===== src/rtl/usb_rx_ll_gen.sv =====
// usb_rx_ll_gen: low-level USB receiver (bit clock recovery, NRZI decode, bit-stuff, SYNC, EOP, bus reset).
// Latency: P/2+1 clocks from a line edge to the first ll_valid (P = OVS, or 8*OVS in low-speed); +2 with filter.
// Backpressure: none; ll_valid is a one-cycle strobe every P clocks while ll_active.
// Optional: define USB_RX_LL_GEN_GLITCH_FILT_EN to add a 2-clock agreement filter on dp/dn.
module usb_rx_ll_gen #(
  parameter int OVS          = 4,
  parameter int STUFF_LEN    = 6,
  parameter int EOP_SE0_MIN  = 2,
  parameter int SYNC_ALT_MIN = 5,
  parameter int RST_CYC      = 60000
) (
  input  logic       clk,
  input  logic       rst_n,
  input  logic       phy_rx_dp,
  input  logic       phy_rx_dn,
  input  logic       phy_rx_chg,
  input  logic       cfg_ls,
  output logic [1:0] ll_sym,
  output logic       ll_bit,
  output logic       ll_valid,
  output logic       ll_eop,
  output logic       ll_sync,
  output logic       ll_bs_skip,
  output logic       ll_bs_err,
  output logic       ll_bus_rst,
  output logic       ll_active
);

  localparam int CW = $clog2(8 * OVS);
  localparam int OW = $clog2(STUFF_LEN + 1);
  localparam int EW = $clog2(EOP_SE0_MIN + 1);
  localparam int SW = $clog2(SYNC_ALT_MIN + 1);
  localparam int RW = $clog2(RST_CYC + 1);

  localparam logic [1:0] SYM_J   = 2'b10;
  localparam logic [1:0] SYM_K   = 2'b01;
  localparam logic [1:0] SYM_SE0 = 2'b00;

  logic line_dp;
  logic line_dn;
  logic line_chg;

`ifdef USB_RX_LL_GEN_GLITCH_FILT_EN
  logic [1:0] raw_q;
  logic [1:0] filt;
  logic [1:0] filt_q;
  logic       filt_ok;
  logic       unused_phy_rx_chg;

  assign unused_phy_rx_chg = phy_rx_chg;

  // Accept a new line value only once it has been seen on two consecutive clocks;
  // the first accepted value after reset primes filt_q so it does not look like an edge.
  always_ff @(posedge clk or negedge rst_n) begin
    if (!rst_n) begin
      raw_q   <= 2'b00;
      filt    <= 2'b00;
      filt_q  <= 2'b00;
      filt_ok <= 1'b0;
    end else begin
      raw_q  <= {phy_rx_dp, phy_rx_dn};
      filt_q <= filt;
      if ({phy_rx_dp, phy_rx_dn} == raw_q) begin
        filt    <= {phy_rx_dp, phy_rx_dn};
        filt_ok <= 1'b1;
        if (!filt_ok) filt_q <= {phy_rx_dp, phy_rx_dn};
      end
    end
  end

  assign line_dp  = filt[1];
  assign line_dn  = filt[0];
  assign line_chg = (filt != filt_q);
`else
  assign line_dp  = phy_rx_dp;
  assign line_dn  = phy_rx_dn;
  assign line_chg = phy_rx_chg;
`endif

  // Low-speed idle is dp=0/dn=1, so swapping the pair makes J/K speed-independent.
  logic [1:0] sym;
  assign sym = cfg_ls ? {line_dn, line_dp} : {line_dp, line_dn};

  logic          cfg_ls_q;
  logic          cfg_chg;
  logic [CW-1:0] per_m1;
  logic [CW-1:0] half_m1;
  logic [CW-1:0] cnt;
  logic          strobe;
  logic          deact;

  assign cfg_chg = cfg_ls ^ cfg_ls_q;
  assign per_m1  = cfg_ls ? CW'(8 * OVS - 1) : CW'(OVS - 1);
  assign half_m1 = cfg_ls ? CW'(4 * OVS - 1) : CW'(OVS / 2 - 1);
  assign strobe  = ll_active && (cnt == '0) && !cfg_chg;
  assign deact   = ll_valid && (ll_eop || ll_bs_err);

  // Activity tracking and bit-phase counter; any edge re-centres the sample point.
  always_ff @(posedge clk or negedge rst_n) begin
    if (!rst_n) begin
      cfg_ls_q  <= 1'b0;
      ll_active <= 1'b0;
      cnt       <= '0;
    end else begin
      cfg_ls_q <= cfg_ls;
      if (cfg_chg || deact) ll_active <= 1'b0;
      else if (line_chg)    ll_active <= 1'b1;
      if (!ll_active || line_chg) cnt <= half_m1;
      else if (cnt == '0)         cnt <= per_m1;
      else                        cnt <= cnt - CW'(1);
    end
  end

  // Per-sample decode, evaluated against the state left by the previous sample.
  logic [1:0]    prev_sym;
  logic [OW-1:0] ones;
  logic [EW-1:0] eop_cnt;
  logic [SW-1:0] sync_cnt;
  logic          is_jk;
  logic          nrzi;
  logic          stuff_full;
  logic          eop_hit;
  logic          sync_hit;
  logic [SW-1:0] sync_inc;

  assign is_jk      = (sym == SYM_J) || (sym == SYM_K);
  assign nrzi       = is_jk && (sym == prev_sym);
  assign stuff_full = (ones == OW'(STUFF_LEN));
  assign eop_hit    = (sym == SYM_J) && (eop_cnt == EW'(EOP_SE0_MIN));
  assign sync_hit   = (sym == SYM_K) && (prev_sym == SYM_K) && (sync_cnt >= SW'(SYNC_ALT_MIN));
  assign sync_inc   = (sync_cnt >= SW'(SYNC_ALT_MIN)) ? sync_cnt : sync_cnt + SW'(1);

  // Decode history: ones run, SE0 run and J/K alternation run; wiped at packet end or speed change.
  always_ff @(posedge clk or negedge rst_n) begin
    if (!rst_n) begin
      prev_sym <= SYM_SE0;
      ones     <= '0;
      eop_cnt  <= '0;
      sync_cnt <= '0;
    end else if (cfg_chg || deact) begin
      prev_sym <= SYM_SE0;
      ones     <= '0;
      eop_cnt  <= '0;
      sync_cnt <= '0;
    end else if (strobe) begin
      prev_sym <= sym;
      if (nrzi) ones <= stuff_full ? ones : ones + OW'(1);
      else      ones <= '0;
      if (sym == SYM_SE0)
        eop_cnt <= (eop_cnt == EW'(EOP_SE0_MIN)) ? eop_cnt : eop_cnt + EW'(1);
      else
        eop_cnt <= '0;
      if (!is_jk)
        sync_cnt <= '0;
      else if (sym == SYM_K) begin
        if (prev_sym == SYM_K)
          sync_cnt <= sync_hit ? SW'(0) : SW'(1);
        else if ((prev_sym == SYM_J) && (sync_cnt != '0))
          sync_cnt <= sync_inc;
        else
          sync_cnt <= SW'(1);
      end else begin
        if ((prev_sym == SYM_K) && (sync_cnt != '0))
          sync_cnt <= sync_inc;
        else
          sync_cnt <= '0;
      end
    end
  end

  // Registered sample outputs; flags are pulses aligned with ll_valid.
  always_ff @(posedge clk or negedge rst_n) begin
    if (!rst_n) begin
      ll_valid   <= 1'b0;
      ll_sym     <= 2'b00;
      ll_bit     <= 1'b0;
      ll_eop     <= 1'b0;
      ll_sync    <= 1'b0;
      ll_bs_skip <= 1'b0;
      ll_bs_err  <= 1'b0;
    end else begin
      ll_valid   <= strobe;
      ll_eop     <= strobe && eop_hit;
      ll_sync    <= strobe && sync_hit;
      ll_bs_skip <= strobe && stuff_full && is_jk && !nrzi;
      ll_bs_err  <= strobe && stuff_full && nrzi;
      if (strobe) begin
        ll_sym <= sym;
        ll_bit <= nrzi;
      end
    end
  end

  // Bus reset watches the unfiltered pins on every clock, regardless of packet tracking.
  logic          raw_se0;
  logic [RW-1:0] rst_cnt;
  logic [RW-1:0] rst_cnt_nxt;

  assign raw_se0 = !phy_rx_dp && !phy_rx_dn;

  // Saturating SE0 run length.
  always_comb begin
    rst_cnt_nxt = '0;
    if (raw_se0)
      rst_cnt_nxt = (rst_cnt == RW'(RST_CYC)) ? rst_cnt : rst_cnt + RW'(1);
  end

  // Register the run length and its terminal flag together.
  always_ff @(posedge clk or negedge rst_n) begin
    if (!rst_n) begin
      rst_cnt    <= '0;
      ll_bus_rst <= 1'b0;
    end else begin
      rst_cnt    <= rst_cnt_nxt;
      ll_bus_rst <= (rst_cnt_nxt == RW'(RST_CYC));
    end
  end

endmodule


===== config.mk =====
export PLATFORM = sky130hd
export DESIGN_NAME = usb_rx_ll_gen
export DESIGN_NICKNAME = d
export VERILOG_FILES = /design/src/rtl/usb_rx_ll_gen.sv
export SDC_FILE = /design/constraint.sdc
export NUM_CORES = 1
export LEC_CHECK = 0
export ABC_CLOCK_PERIOD_IN_PS = 5700
export CAP_MARGIN = 30
export CORE_MARGIN = 4
export CORE_UTILIZATION = 30
export CTS_CLUSTER_DIAMETER = 50
export CTS_CLUSTER_SIZE = 28
export DETAILED_ROUTE_END_ITERATION = 8
export PLACE_DENSITY = 0.44
export SLEW_MARGIN = 20
export SYNTH_ARGS = -nofsm -noshare
export SYNTH_HDL_FRONTEND = slang
export SYNTH_SLANG_ARGS = --single-unit

===== constraint.sdc =====
create_clock -name clk -period 5.7 [get_ports clk]
set_input_delay 1.14 -clock clk [delete_from_list [all_inputs] [get_ports clk]]
set_output_delay 1.14 -clock clk [all_outputs]
set_load 0.05 [all_outputs]

# Word-level counts from Yosys, hierarchy flattened
# Cells that the tools add are included.
totals:
  out_inout_bits: 10
  rom_bits: 0
  latchBits: 0
  regBits: 42
  in_bits: 6
  mem_count: 0
  wordCells: 94
  mem_bits_rw: 0
classes:
  mul: 0
  add_sub_neg: 5
  reduce_logical: 32
  div_mod_pow: 0
  n_lt_le_gt_ge: 1
  shift: 0
  bitwise_logic: 1
  n_eq_ne: 11
  muxes: 28
op_table:
  columns: ["op", "count"]
  rows:
  - ["$mux 3", 12]
  - ["$eq 16x16->1 const B", 2]
  - ["$mux 16", 2]
  - ["$add 16x1->16 const B", 1]
  - ["$logic_and 1x1->1", 16]
  - ["$mux 5", 3]
  - ["$mux 2", 7]
  - ["$add 3x1->3 const B", 2]
  - ["$eq 2x2->1 const B", 3]
  - ["$logic_not 1->1", 5]
  - ["$logic_not 5->1", 1]
  - ["$sub 5x1->5 const B", 1]
  - ["$eq 2x1->1 const B", 2]
  - ["$logic_or 1x1->1", 4]
  - ["$mux 4", 1]
  - ["$reduce_and 2->1", 2]
  - ["$reduce_bool 2->1", 2]
  - ["$eq 3x3->1 const B", 1]
  - ["$ge 3x3->1 const B", 1]
  - ["$mux 1", 3]
  - ["$ne 3x2->1 const B", 1]
  - ["$ne 3x3->1 const B", 1]
  - ["$reduce_bool 3->1", 1]
  - ["$add 2x1->2 const B", 1]
  - ["other kinds (3)", 3]

# Logic depth before layout (Yosys ltp)
depth:
  word_depth: 10
  ltp_mapped: 8

# Worst setup path after synthesis
# OpenSTA, ideal clock, no wires.
synth_timing:
  path_kind: "input-to-reg"
  start: "in cfg_ls"
  end: "reg sync_cnt[1]"
  t_arrival_ns: 2.517
  path_buffers: 1
  setup_ns: 0.068
  required_ns: 5.632
  slack_ns: 3.115
  cell_stages: 7
  path_cell_list: "buf_2 -> mux2i_2 -> ha_1 -> mux2i_1 -> nand4_1 -> nor2_1 -> a32o_1"
synth_via:
  elab_chain_cells: 6
synth_lines:
  columns: ["element", "line_no", "source"]
  rows:
  - ["from (decl)", "17", "input logic cfg_ls,"]
  - ["$mux 2", "82", "assign sym = cfg_ls ? {line_dn, line_dp} : {line_dp, line_dn};"]
  - ["$eq 2x1->1 / $eq 2x2->1 (equally long branches)", "126, 155", null]
  - ["$mux 3 / $logic_or 1x1->1 (equally long branches)", "155, 126", null]
  - ["$mux 3", "153", "if (!is_jk)"]
  - ["$mux 3", "145", "end else if (strobe) begin"]
  - ["$mux 3", "140", "end else if (cfg_chg || deact) begin"]
  - ["to (signal assigned)", "157", "sync_cnt <= sync_hit ? SW'(0) : SW'(1);"]
  - ["to (signal assigned)", "159", "sync_cnt <= sync_inc;"]
  - ["to (signal assigned)", "164", "sync_cnt <= sync_inc;"]
  - ["to (decl)", "118", "logic [SW-1:0] sync_cnt;"]
# Several ways; a longest one is shown, not always the timed one. The select of a mux whose other input is x is not followed.
# A chain may end at the register's enable or synchronous reset.

# Final worst setup path
# Same ends and word-level chain as after synthesis.

==> metrics.md <==
| Metric | Value |
|---|---|
| Post-CTS setup buffers | 0 |
| Post-DP HPWL | about 3800 um |
| Pwr dens | about 220 mW/mm^2 |
| Area post-placement | 0.00272 sq mm |
| RSZ-0062 raised after global routing | no |
| Row Count | 32 |
| Sw frac | 0.265 |
| Fin area | about 0.0028 sq mm |
| CTS Buffer Depth | 2 |
| Core Box Area | about 0.008 sq mm |
| Synthesized netlist cell count | 250 |
| DRC Markers | 0 |
| Fmax | ~0.33 GHz |
| CTS root buffer | clkbuf_8 |
| Via count | 1813 |
| Detailed router's first-iteration violation count | 59 |
| YS warnings | 0 |
| Critical path peak fanout | 7 |
| Final hold slack | roughly 480 ps |
| Async set-reset flop share out of synthesis | 1.00 |
| Initial antenna violation count | 0 |
| Port bufs | 15 |
| Grt ovf | 0 |
| Cell Area, Synth | ~0.0025 sq mm |
| Vias per cell | slightly below 5 |
| Avg WL per Cell | around 14 um |
| Top FF cell, synth | dfrtp_1 |
| 1st-pass router iterations | 4 |
| Largest net degree at the start of global routing | 26 |
| Cell variety after synth | 64 |
| Setup violators final | 0 |
| Register bit total from synthesis | 42 |
| Skew-Pair Late Insertion Delay | ~300 ps |
| Min Tclk post-route | just over 3000 ps |
| CP Launch Type | input pin |
| Layout cell share with drive strength beyond 1 | 0.123 |
| FF-to-FF Start | cnt[0] |
| Worst Path Required | slightly below 6000 ps |
| H-tree depth | 2 |
| Sum of negative setup slack | 0 ps |
| Cts hold-fix bufs | 0 |
| Die Span X | ~100 um |
| Worst clock skew | 2.57 ps |
| Post-Place Cells | 363 |
| Number of fill cells | 824 |
| Clock transition at the registers of the reported paths | 80 ps |
| Finished Layout Cells | 371 |
| P_leak | 1.17 nW |
| Worst rel slew slack | 0.563 |
| Final hold violations | 0 |
| Chip height | ~99 um |
| Switching power | between 0.15 and 0.2 mW |
| Nets@finish | around 290 |
| ANT nets after route | 0 |
| HP Class | flip-flop to flip-flop |
| Die area | 0.00972 sq mm |
| Post-Syn Nets | ~270 |
| Starting density of the core | 0.314 |
| Maximum vdd ir drop | between 0.15 and 0.2 mV |
| Fin. max-slew vios | 0 |
| CP Class | input pin to flip-flop |
| Max Cap Viol | 0 |
| Hold wc startpoint | ll_bit |
| P_int | ~0.46 mW |
| First-pass GRT wire length | about 8800 um |
| WL final | ~5200 um |
| Clock power share | 0.378 |
| Area Growth Syn to Fin | 15.0% |
| CP Capture Type | flip-flop |
| Crit-path max cell delay | 700 ps |
| Status | finished, final reports clean |
| Clock buffer count from CTS | 5 |
| Critical path's slowest cell | clkdlybuf4s50_1 |
| Diodes inserted | 0 |
| # clock sinks | 42 |
| Avg Cell Area, Syn | 9.85 sq um |
| WP buf/inv | 1 |
| Critical Path AT | roughly 3300 ps |
| CP delay by family, top | buffers and inverters |
| Post-CTS Resized | 0 |
| Worst-path cell chain | clkdlybuf4s50_1, mux2i_2, ha_1, mux2i_1, nand4_1, nor2_1, a32o_1 |
| Final core utilization | 0.361 |
| Gp weighted congestion | 0.791 |
| I/O pin count | 16 |
| CTS tree | built |
| Number of global-route vias before repair | about 1800 |
| Combinational power share | 0.125 |
| Fin crit share | 0.537 |
| Worst Setup SP | cfg_ls |
| Share of power burned in registers | 0.497 |
| Post-synth EDFFs | 0 |
| GRT Util Overall | 0.113 |
| Register area share after synthesis | 0.427 |
| Tightest Pin Transition | 656 ps |
## cells in the final DEF, fill, tap and decap left out, types with 2 or more instances in the layout
| master | n |
|---|---|
| a211oi_1 | 3 |
| a21oi_1 | 10 |
| a311oi_1 | 2 |
| a32oi_1 | 2 |
| and4_1 | 2 |
| and4bb_1 | 2 |
| clkbuf_8 | 5 |
| clkdlybuf4s50_1 | 14 |
| clkinv_2 | 2 |
| dfrtp_1 | 42 |
| ha_1 | 13 |
| inv_1 | 15 |
| inv_2 | 2 |
| nand2_1 | 20 |
| nand2b_1 | 4 |
| nand3_1 | 8 |
| nand3_2 | 2 |
| nand4_1 | 3 |
| nor2_1 | 29 |
| nor2b_1 | 4 |
| nor3_1 | 4 |
| nor4_2 | 2 |
| o211ai_1 | 2 |
| o21a_1 | 2 |
| o21ai_0 | 12 |
| o31ai_1 | 2 |
| or3_1 | 5 |
| xnor2_1 | 10 |
| xor2_1 | 8 |
## registers in the layout (all words and copies together), names as in the netlist
register	count
ones	3
cnt	5
ll_sym	2
rst_cnt	16
ll_bs_skip	1
ll_eop	1
ll_active	1
ll_bs_err	1
prev_sym	2
ll_bit	1
sync_cnt	3
eop_cnt	2
ll_sync	1
cfg_ls_q	1
ll_valid	1
ll_bus_rst	1
## routing by layer
metal  track usage  wire (um)
met5             0          0
met4        0.0431         66
met3        0.0262        169
met2         0.162       2250
met1         0.164       2690
## area by class of cell
| type | count | area, sq um | share of cell area |
|---|---|---|---|
| clock inverters | 3 | 40.0 | 0.0141 |
| well taps | 102 | 128 | 0.0451 |
| inverters | 17 | 63.8 | 0.0225 |
| repair buffers | 16 | 165 | 0.0583 |
| clock buffers | 5 | 68.8 | 0.0243 |
| flip-flops and latches | 42 | 1050 | 0.371 |
| multi-input cells | 186 | 1320 | 0.465 |
## power groups by stage
stage / sequential [mW] / combinational [mW] / clock [mW]
floorplan: 0.335 / 0.0343 / 0
global placement: 0.320 / 0.0787 / 0
detailed placement: 0.320 / 0.0803 / 0
CTS: 0.314 / 0.0810 / 0.250
global route: 0.315 / 0.0873 / 0.261
finish: 0.314 / 0.0789 / 0.238
## kinds of logic (layout without fill, tap and decap cells)
group           Yosys count  after routing  share of synthesized area
compound gates           47             47                      0.127
xor+xnor                 18             18                     0.0640
fa+ha+maj                13             13                     0.0661
buf+inv                  22             41                     0.0386
flops                    42             42                      0.427
mux                       4              4                     0.0234
simple gates            104            104                      0.254
## synthesized netlist by cell type, drive strengths merged, types with 4 or more instances
master / number / area [sq um]
a21oi: 10 / 50.1
buf: 4 / 27.5
dfrtp: 42 / 1050
ha: 13 / 163
inv: 17 / 63.8
nand2: 20 / 75.1
nand2b: 4 / 25.0
nand3: 10 / 60.1
nand4: 5 / 52.6
nor2: 29 / 109
nor2b: 4 / 25.0
nor3: 5 / 30.0
nor4: 4 / 52.6
o21ai: 13 / 65.1
or3: 5 / 31.3
xnor2: 10 / 87.6
xor2: 8 / 70.1
## tightest hold or removal path: cells and delay by family (launching register included)
kind             cells  cell delay [ps]
and+or+nand+nor      2              100
DFF                  1              350
## final timing paths
path                               end  slack, ps  depth (start not counted)
setup / recovery           sync_cnt[1]       2640                          7
hold / removal                  ll_bit        480                          2
setup reg to reg            eop_cnt[0]       3620                          8
hold reg to reg                 ll_bit        480                          2
max in group asynchronous   rst_cnt[9]       4450                          2
min in group asynchronous  sync_cnt[1]        770                          1
## stage by stage
| step | power (mW) | setup slack (ps) |
|---|---|---|
| 2_1_floorplan | 0.369 | 3110 |
| 3_3_place_gp | 0.399 | 2410 |
| 3_5_place_dp | 0.400 | 2330 |
| 4_1_cts | 0.645 | 2640 |
| 5_1_grt | 0.663 | 2460 |
| 6_report | 0.631 | 2640 |
Power figures use the tool's default switching activity.
